`src/rtl/ysyx_25040111_lsu_pkg.sv`:
```
// Shared encodings for the load/store/writeback unit: access sizes, FSM states
// and the bundle of instruction fields captured on accept.
package ysyx_25040111_lsu_pkg;

  localparam logic [1:0] MASK_B = 2'b01;
  localparam logic [1:0] MASK_H = 2'b10;
  localparam logic [1:0] MASK_W = 2'b11;

  typedef enum logic [1:0] {
    LSU_IDLE = 2'd0,
    LSU_REQ  = 2'd1,
    LSU_RESP = 2'd2,
    LSU_WB   = 2'd3
  } lsu_state_e;

  typedef struct packed {
    logic        men;
    logic        write;
    logic [31:0] addr;
    logic [31:0] wdata;
    logic [1:0]  mask;
    logic        rsign;
    logic [4:0]  ard;
    logic [31:0] rd;
    logic        gen;
    logic [11:0] acsr;
    logic [31:0] csr;
    logic        sen;
  } abt_fields_t;

endpackage

```
`src/rtl/ysyx_25040111_lsu_align.sv`:
```
// Combinational byte-lane logic: store shift/strobes, load extract/extend and
// misalignment detection for the LSU.
module ysyx_25040111_lsu_align
  import ysyx_25040111_lsu_pkg::*;
(
  input  logic [1:0]  addr_lo,
  input  logic [1:0]  mask,
  input  logic        rsign,
  input  logic [31:0] wdata,
  input  logic [31:0] rdata,
  output logic [31:0] lane_wdata,
  output logic [3:0]  lane_wstrb,
  output logic [31:0] load_data,
  output logic        misaligned
);

  logic [4:0]  shamt;
  logic [31:0] rdata_shifted;

  assign shamt         = {addr_lo, 3'b000};
  assign lane_wdata    = wdata << shamt;
  assign rdata_shifted = rdata >> shamt;

  always_comb begin
    lane_wstrb = 4'b0000;
    load_data  = 32'h0;
    misaligned = 1'b0;
    case (mask)
      MASK_B: begin
        lane_wstrb = 4'b0001 << addr_lo;
        load_data  = {{24{rsign & rdata_shifted[7]}}, rdata_shifted[7:0]};
      end
      MASK_H: begin
        lane_wstrb = 4'b0011 << addr_lo;
        load_data  = {{16{rsign & rdata_shifted[15]}}, rdata_shifted[15:0]};
        misaligned = addr_lo[0];
      end
      MASK_W: begin
        lane_wstrb = 4'b1111;
        load_data  = rdata_shifted;
        misaligned = (addr_lo != 2'b00);
      end
      default: ;
    endcase
  end

endmodule

```
`src/rtl/ysyx_25040111_lsu.sv`:
```
// Load/store and writeback unit: accepts one executed instruction, performs the
// optional data-bus access, then commits GPR/CSR results with abt_finish.
module ysyx_25040111_lsu
  import ysyx_25040111_lsu_pkg::*;
(
  input  logic        clock,
  input  logic        reset,
  input  logic        abt_valid,
  output logic        abt_ready,
  input  logic        abt_men,
  input  logic        abt_write,
  input  logic [31:0] abt_addr,
  input  logic [31:0] abt_wdata,
  input  logic [1:0]  abt_mask,
  input  logic        abt_rsign,
  input  logic [4:0]  abt_ard,
  input  logic [31:0] abt_rd,
  input  logic        abt_gen,
  input  logic [11:0] abt_acsr,
  input  logic [31:0] abt_csr,
  input  logic        abt_sen,
  output logic        abt_finish,
  output logic        mem_req_valid,
  input  logic        mem_req_ready,
  output logic [31:0] mem_addr,
  output logic        mem_write,
  output logic [31:0] mem_wdata,
  output logic [3:0]  mem_wstrb,
  input  logic        mem_rsp_valid,
  output logic        mem_rsp_ready,
  input  logic [31:0] mem_rdata,
  output logic        gpr_wen,
  output logic [4:0]  gpr_waddr,
  output logic [31:0] gpr_wdata,
  output logic        csr_wen,
  output logic [11:0] csr_waddr,
  output logic [31:0] csr_wdata,
  output logic        misalign
);

  lsu_state_e  state_q, state_d;
  abt_fields_t fields_q, fields_d;
  logic [31:0] load_q, load_d;

  logic [31:0] lane_wdata;
  logic [3:0]  lane_wstrb;
  logic [31:0] load_data;
  logic        misaligned;
  logic        accept;
  logic        is_load;
  logic        in_wb;
  abt_fields_t fields_in;

  ysyx_25040111_lsu_align u_align (
    .addr_lo    (fields_q.addr[1:0]),
    .mask       (fields_q.mask),
    .rsign      (fields_q.rsign),
    .wdata      (fields_q.wdata),
    .rdata      (mem_rdata),
    .lane_wdata (lane_wdata),
    .lane_wstrb (lane_wstrb),
    .load_data  (load_data),
    .misaligned (misaligned)
  );

  // Misalignment of the incoming access decides the IDLE exit, so check it
  // directly on the abt inputs rather than on the latched copy.
  logic in_misaligned;
  always_comb begin
    in_misaligned = 1'b0;
    case (abt_mask)
      MASK_H:  in_misaligned = abt_addr[0];
      MASK_W:  in_misaligned = (abt_addr[1:0] != 2'b00);
      default: in_misaligned = 1'b0;
    endcase
  end

  assign fields_in = '{
    men:   abt_men,   write: abt_write, addr:  abt_addr, wdata: abt_wdata,
    mask:  abt_mask,  rsign: abt_rsign, ard:   abt_ard,  rd:    abt_rd,
    gen:   abt_gen,   acsr:  abt_acsr,  csr:   abt_csr,  sen:   abt_sen
  };

  assign abt_ready = (state_q == LSU_IDLE);
  assign accept    = abt_valid & abt_ready;
  assign is_load   = fields_q.men & ~fields_q.write;
  assign in_wb     = (state_q == LSU_WB);

  always_comb begin
    state_d  = state_q;
    fields_d = fields_q;
    load_d   = load_q;
    case (state_q)
      LSU_IDLE: begin
        if (accept) begin
          fields_d = fields_in;
          state_d  = (abt_men & ~in_misaligned) ? LSU_REQ : LSU_WB;
        end
      end
      LSU_REQ: begin
        if (mem_req_ready) state_d = LSU_RESP;
      end
      LSU_RESP: begin
        if (mem_rsp_valid) begin
          state_d = LSU_WB;
          if (is_load) load_d = load_data;
        end
      end
      LSU_WB:   state_d = LSU_IDLE;
      default:  state_d = LSU_IDLE;
    endcase
  end

  always_ff @(posedge clock) begin
    if (reset) begin
      state_q  <= LSU_IDLE;
      fields_q <= '0;
      load_q   <= 32'h0;
    end else begin
      state_q  <= state_d;
      fields_q <= fields_d;
      load_q   <= load_d;
    end
  end

  // Request fields come from latched state so they hold steady while stalled.
  assign mem_req_valid = (state_q == LSU_REQ);
  assign mem_rsp_ready = (state_q == LSU_RESP);
  assign mem_addr      = {fields_q.addr[31:2], 2'b00};
  assign mem_write     = fields_q.write;
  assign mem_wdata     = lane_wdata;
  assign mem_wstrb     = lane_wstrb;

  assign abt_finish = in_wb;
  assign misalign   = in_wb & fields_q.men & misaligned;
  assign gpr_wen    = in_wb & fields_q.gen & (fields_q.ard != 5'd0);
  assign gpr_waddr  = fields_q.ard;
  assign gpr_wdata  = is_load ? (misaligned ? 32'h0 : load_q) : fields_q.rd;
  assign csr_wen    = in_wb & fields_q.sen;
  assign csr_waddr  = fields_q.acsr;
  assign csr_wdata  = fields_q.csr;

endmodule
```
`config.mk`:
```
export PLATFORM = sky130hd
export DESIGN_NAME = ysyx_25040111_lsu
export DESIGN_NICKNAME = d
export VERILOG_FILES = /design/src/rtl/ysyx_25040111_lsu_pkg.sv /design/src/rtl/ysyx_25040111_lsu_align.sv /design/src/rtl/ysyx_25040111_lsu.sv
export SDC_FILE = /design/constraint.sdc
export NUM_CORES = 1
export LEC_CHECK = 0
export ABC_AREA = 0
export BUFFER_PORTS_ARGS = -buffer_cell sky130_fd_sc_hd__buf_2
export CELL_PAD_IN_SITES_DETAIL_PLACEMENT = 0
export CELL_PAD_IN_SITES_GLOBAL_PLACEMENT = 1
export CORE_AREA = 4 4 163 165
export DETAILED_ROUTE_END_ITERATION = 7
export DIE_AREA = 0 0 167 169
export PLACE_DENSITY = 0.93
export SLEW_MARGIN = 20
export SYNTH_ARGS = -nofsm -noshare
export SYNTH_HDL_FRONTEND = slang
export SYNTH_HIERARCHICAL = 1
export SYNTH_SLANG_ARGS = --single-unit
```
`constraint.sdc`:
```
create_clock -name clock -period 3.5 [get_ports clock]
set_clock_uncertainty 0.2 [all_clocks]
set_input_delay 0.525 -clock clock [delete_from_list [all_inputs] [get_ports clock]]
set_output_delay 0.525 -clock clock [all_outputs]
set_load 0.02 [all_outputs]
```
==> key figures <==
Global route
  – GRT overflow: 0
  – Gr usage total: 0.196
  – M2 GR Usage: 0.332
  – Routing usage on met1: 0.246
  – Initial antenna violation count: 6
  – Gr busiest metal: met2
  – Vias in the first global route: approximately 8100
  – M3 GR Usage: 0.0610
  – Largest net degree at the start of global routing: about 120
  – First-pass GRT wire length: 44.5 mm

Layout
  – Fill count: approximately 2600
  – Area growth from synthesis to layout: 20.3%
  – Non-filler instance count after layout: ~1800
  – Final Core Density: 0.441
  – Layout cells sized above 1: 0.289
  – Final nets: 1644

Run status
  – Status: complete, no violations

Die
  – Die H: ~170 um
  – Core Area: around 25000 sq um
  – Die X-Extent: ~170 um
  – Core Rows: 58
  – Starting Density: 0.367
  – I/O pin count: about 350
  – Die area: 28200 sq um

Worst hold path
  – Worst Hold Class: in -> reg
  – Min-delay src: abt_csr[17]
  – Hold depth: 3
  – Hold Path Sink: csr_wdata[17]$_SDFFE_PP0P_

STA
  – Max Transition Viols Final: 0
  – Final setup violation count: 0
  – Total negative setup slack: 0 ps
  – Worst-margin pin slew: slightly above 1000 ps
  – Highest clock rate: between 300 and 400 MHz
  – Tcrit/Tclk final: 0.844
  – RSZ-0062 raised after global routing: false
  – Tmin final: between 2000 and 3000 ps
  – Post-route worst setup slack: 545 ps
  – Worst rel slew slack: 0.324
  – Fin. Hold Viols: 0

Routing
  – Detail Route Antenna Nets: 0
  – Final WL: roughly 29 mm
  – Initial DRC Count: 626
  – Post-DR vias/cell: ~4.8
  – DRC viols: 0
  – Drt wl/cell: approximately 16 um
  – TritonRoute pass-1 iters: 5
  – DR vias: approximately 8700

Synthesis
  – Register area share after synthesis: 0.405
  – Synth cell types: 43
  – Post-Syn Instances: 1238
  – Top_reg_cell synth: dfxtp_1
  – Synth top area share: 0.405
  – Count leader, synth: nand2_1
  – Post-synth EDFFs: 0
  – Post-synthesis register bit count: 186
  – Asr flop ratio synth: 0
  – Syn avg cell area: 7.42 sq um
  – Synth cell count leaders: nand2_1 (425), a21oi_1 (212), dfxtp_1 (186)
  – Yosys warning count: 6
  – Mapped Area: 9190 sq um
  – Area leader, netlist: dfxtp_1
  – Synth top area cells: dfxtp_1 (41%), nand2_1 (17%), a21oi_1 (12%)

CTS
  – TritonCTS clock tree: built
  – Setup Buffers After CTS: 0
  – Clock buffer depth: 2
  – Htree depth: 4
  – Worst-Skew Late Latency: roughly 430 ps
  – Reg clk slew, reported paths: around 80 ps
  – CTS Buf Count: 17
  – PostCTS Resize Cnt: 0
  – Hold_buf cts: 0
  – CTS root buf: clkbuf_16
  – CTS sink cnt: around 190

Job
  – Max_cap viols: 0

Placement
  – DP Worst Slack: roughly 980 ps
  – GPL Wtd Cong: approximately 0.9
  – Dpl hpwl: about 21 mm
  – Placed cell count: 1756
  – Port Buf Inserts: 343

Setup path
  – WS Path Type: reg -> out
  – Worst R2R Path Depth: 6
  – R2R Setup Slk: around 1400 ps
  – Critical Path Fanout Max: 57
  – Worst EP arrival: between 2000 and 2500 ps
  – Worst setup SP type: flip-flop
  – Reg-to-Reg Start: state_q[1]$_SDFFE_PP0P_
  – CP Data Required Time: between 2000 and 3000 ps
  – Crit Reg-Reg Endpoint: fields_q[85]$_SDFFE_PP0P_
  – CP startpoint: mem_write$_SDFFE_PP0P_
  – Critical Path End Type: output pin

Power
  – P_leak: around 0.0047 uW
  – Pwr dens: 643 nW/um^2
  – Peak VDD IR: around 0.56 mV
cell families (layout without fill, tap and decap cells):
| kind of cell | Yosys count | count (layout) | synth area share |
|---|---|---|---|
| buffers and inverters | 178 | 397 | 0.120 |
| adders and majority gates | 10 | 10 | 0.0136 |
| muxes | 40 | 40 | 0.0453 |
| and+or+nand+nor | 527 | 527 | 0.237 |
| DFF | 186 | 186 | 0.405 |
| other | 1 | 4 | 0.000408 |
| AOI/OAI and AO/OA | 296 | 296 | 0.178 |
metrics by stage:
step | hold slack [ps] | power, uW | area, sq um
global route | 90.8 | 7560 | 11100
detailed placement | 243 | 5150 | 10400
global placement | 238 | 5110 | 10400
finish | 113 | 7110 | 11100
floorplan | 232 | 4620 | 9190
CTS | 87.8 | 7190 | 11000
critical path, cell delays in order (launching register included):
cell	delay, ps
dfxtp_1	380
nand2b_2	800
buf_4	290
nand2_1	60
o21ai_0	60
buf_2	180
placed cells by master (no fill, tap or decap), types with 16 or more instances in the layout:
cell       count
dfxtp_1      185
a21oi_1      212
o21ai_0       42
a211oi_1      16
nand2_1      424
buf_2        342
nor2_1        29
mux2i_1       31
clkbuf_16     17
nand2b_1      32
where the power goes:
group          switching, uW  total (uW)  leakage, uW  internal [uW]
clock network            969        2010     0.000299           1040
logic                   1630        2440      0.00286            808
registers                208        2660      0.00152           2450
total                   2810        7110      0.00468           4300
cell type report:
class	instances	area, sq um	share of cell area
clock inverters	15	201	0.0182
clock buffers	17	425	0.0385
well taps	330	413	0.0374
flip-flops and latches	186	3720	0.337
inverters	6	22.5	0.00204
repair buffers	359	1880	0.170
multi-input cells	875	4380	0.396
diodes	2	5.00	0.000453
layer usage:
layer | vias to the layer above | wire [um]
met3 | 23 | 2190
met4 | 8 | 292
met2 | 286 | 14100
li1 | 4376 | -
met1 | 3975 | 12200
met5 | - | 51
flip-flops by register name (all words and copies together) (netlist names):
signal and flops:
mem_write 1, load_q 32, fields_q 72, gpr_waddr 5, state_q 2, mem_addr 30, csr_waddr 12, csr_wdata 32
worst max path at each step:
stage | slack [ps] | depth (start not counted) | end
final | 550 | 5 | gpr_wdata[19]
after global routing | 310 | 5 | gpr_wdata[20]
after CTS | 510 | 8 | gpr_wdata[18]
after detailed placement | 980 | 8 | gpr_wdata[18]
after global placement | 1060 | 5 | gpr_wdata[20]
after floorplan | 1050 | 8 | gpr_wdata[22]
No activity file was read; power rests on OpenSTA's default activity.
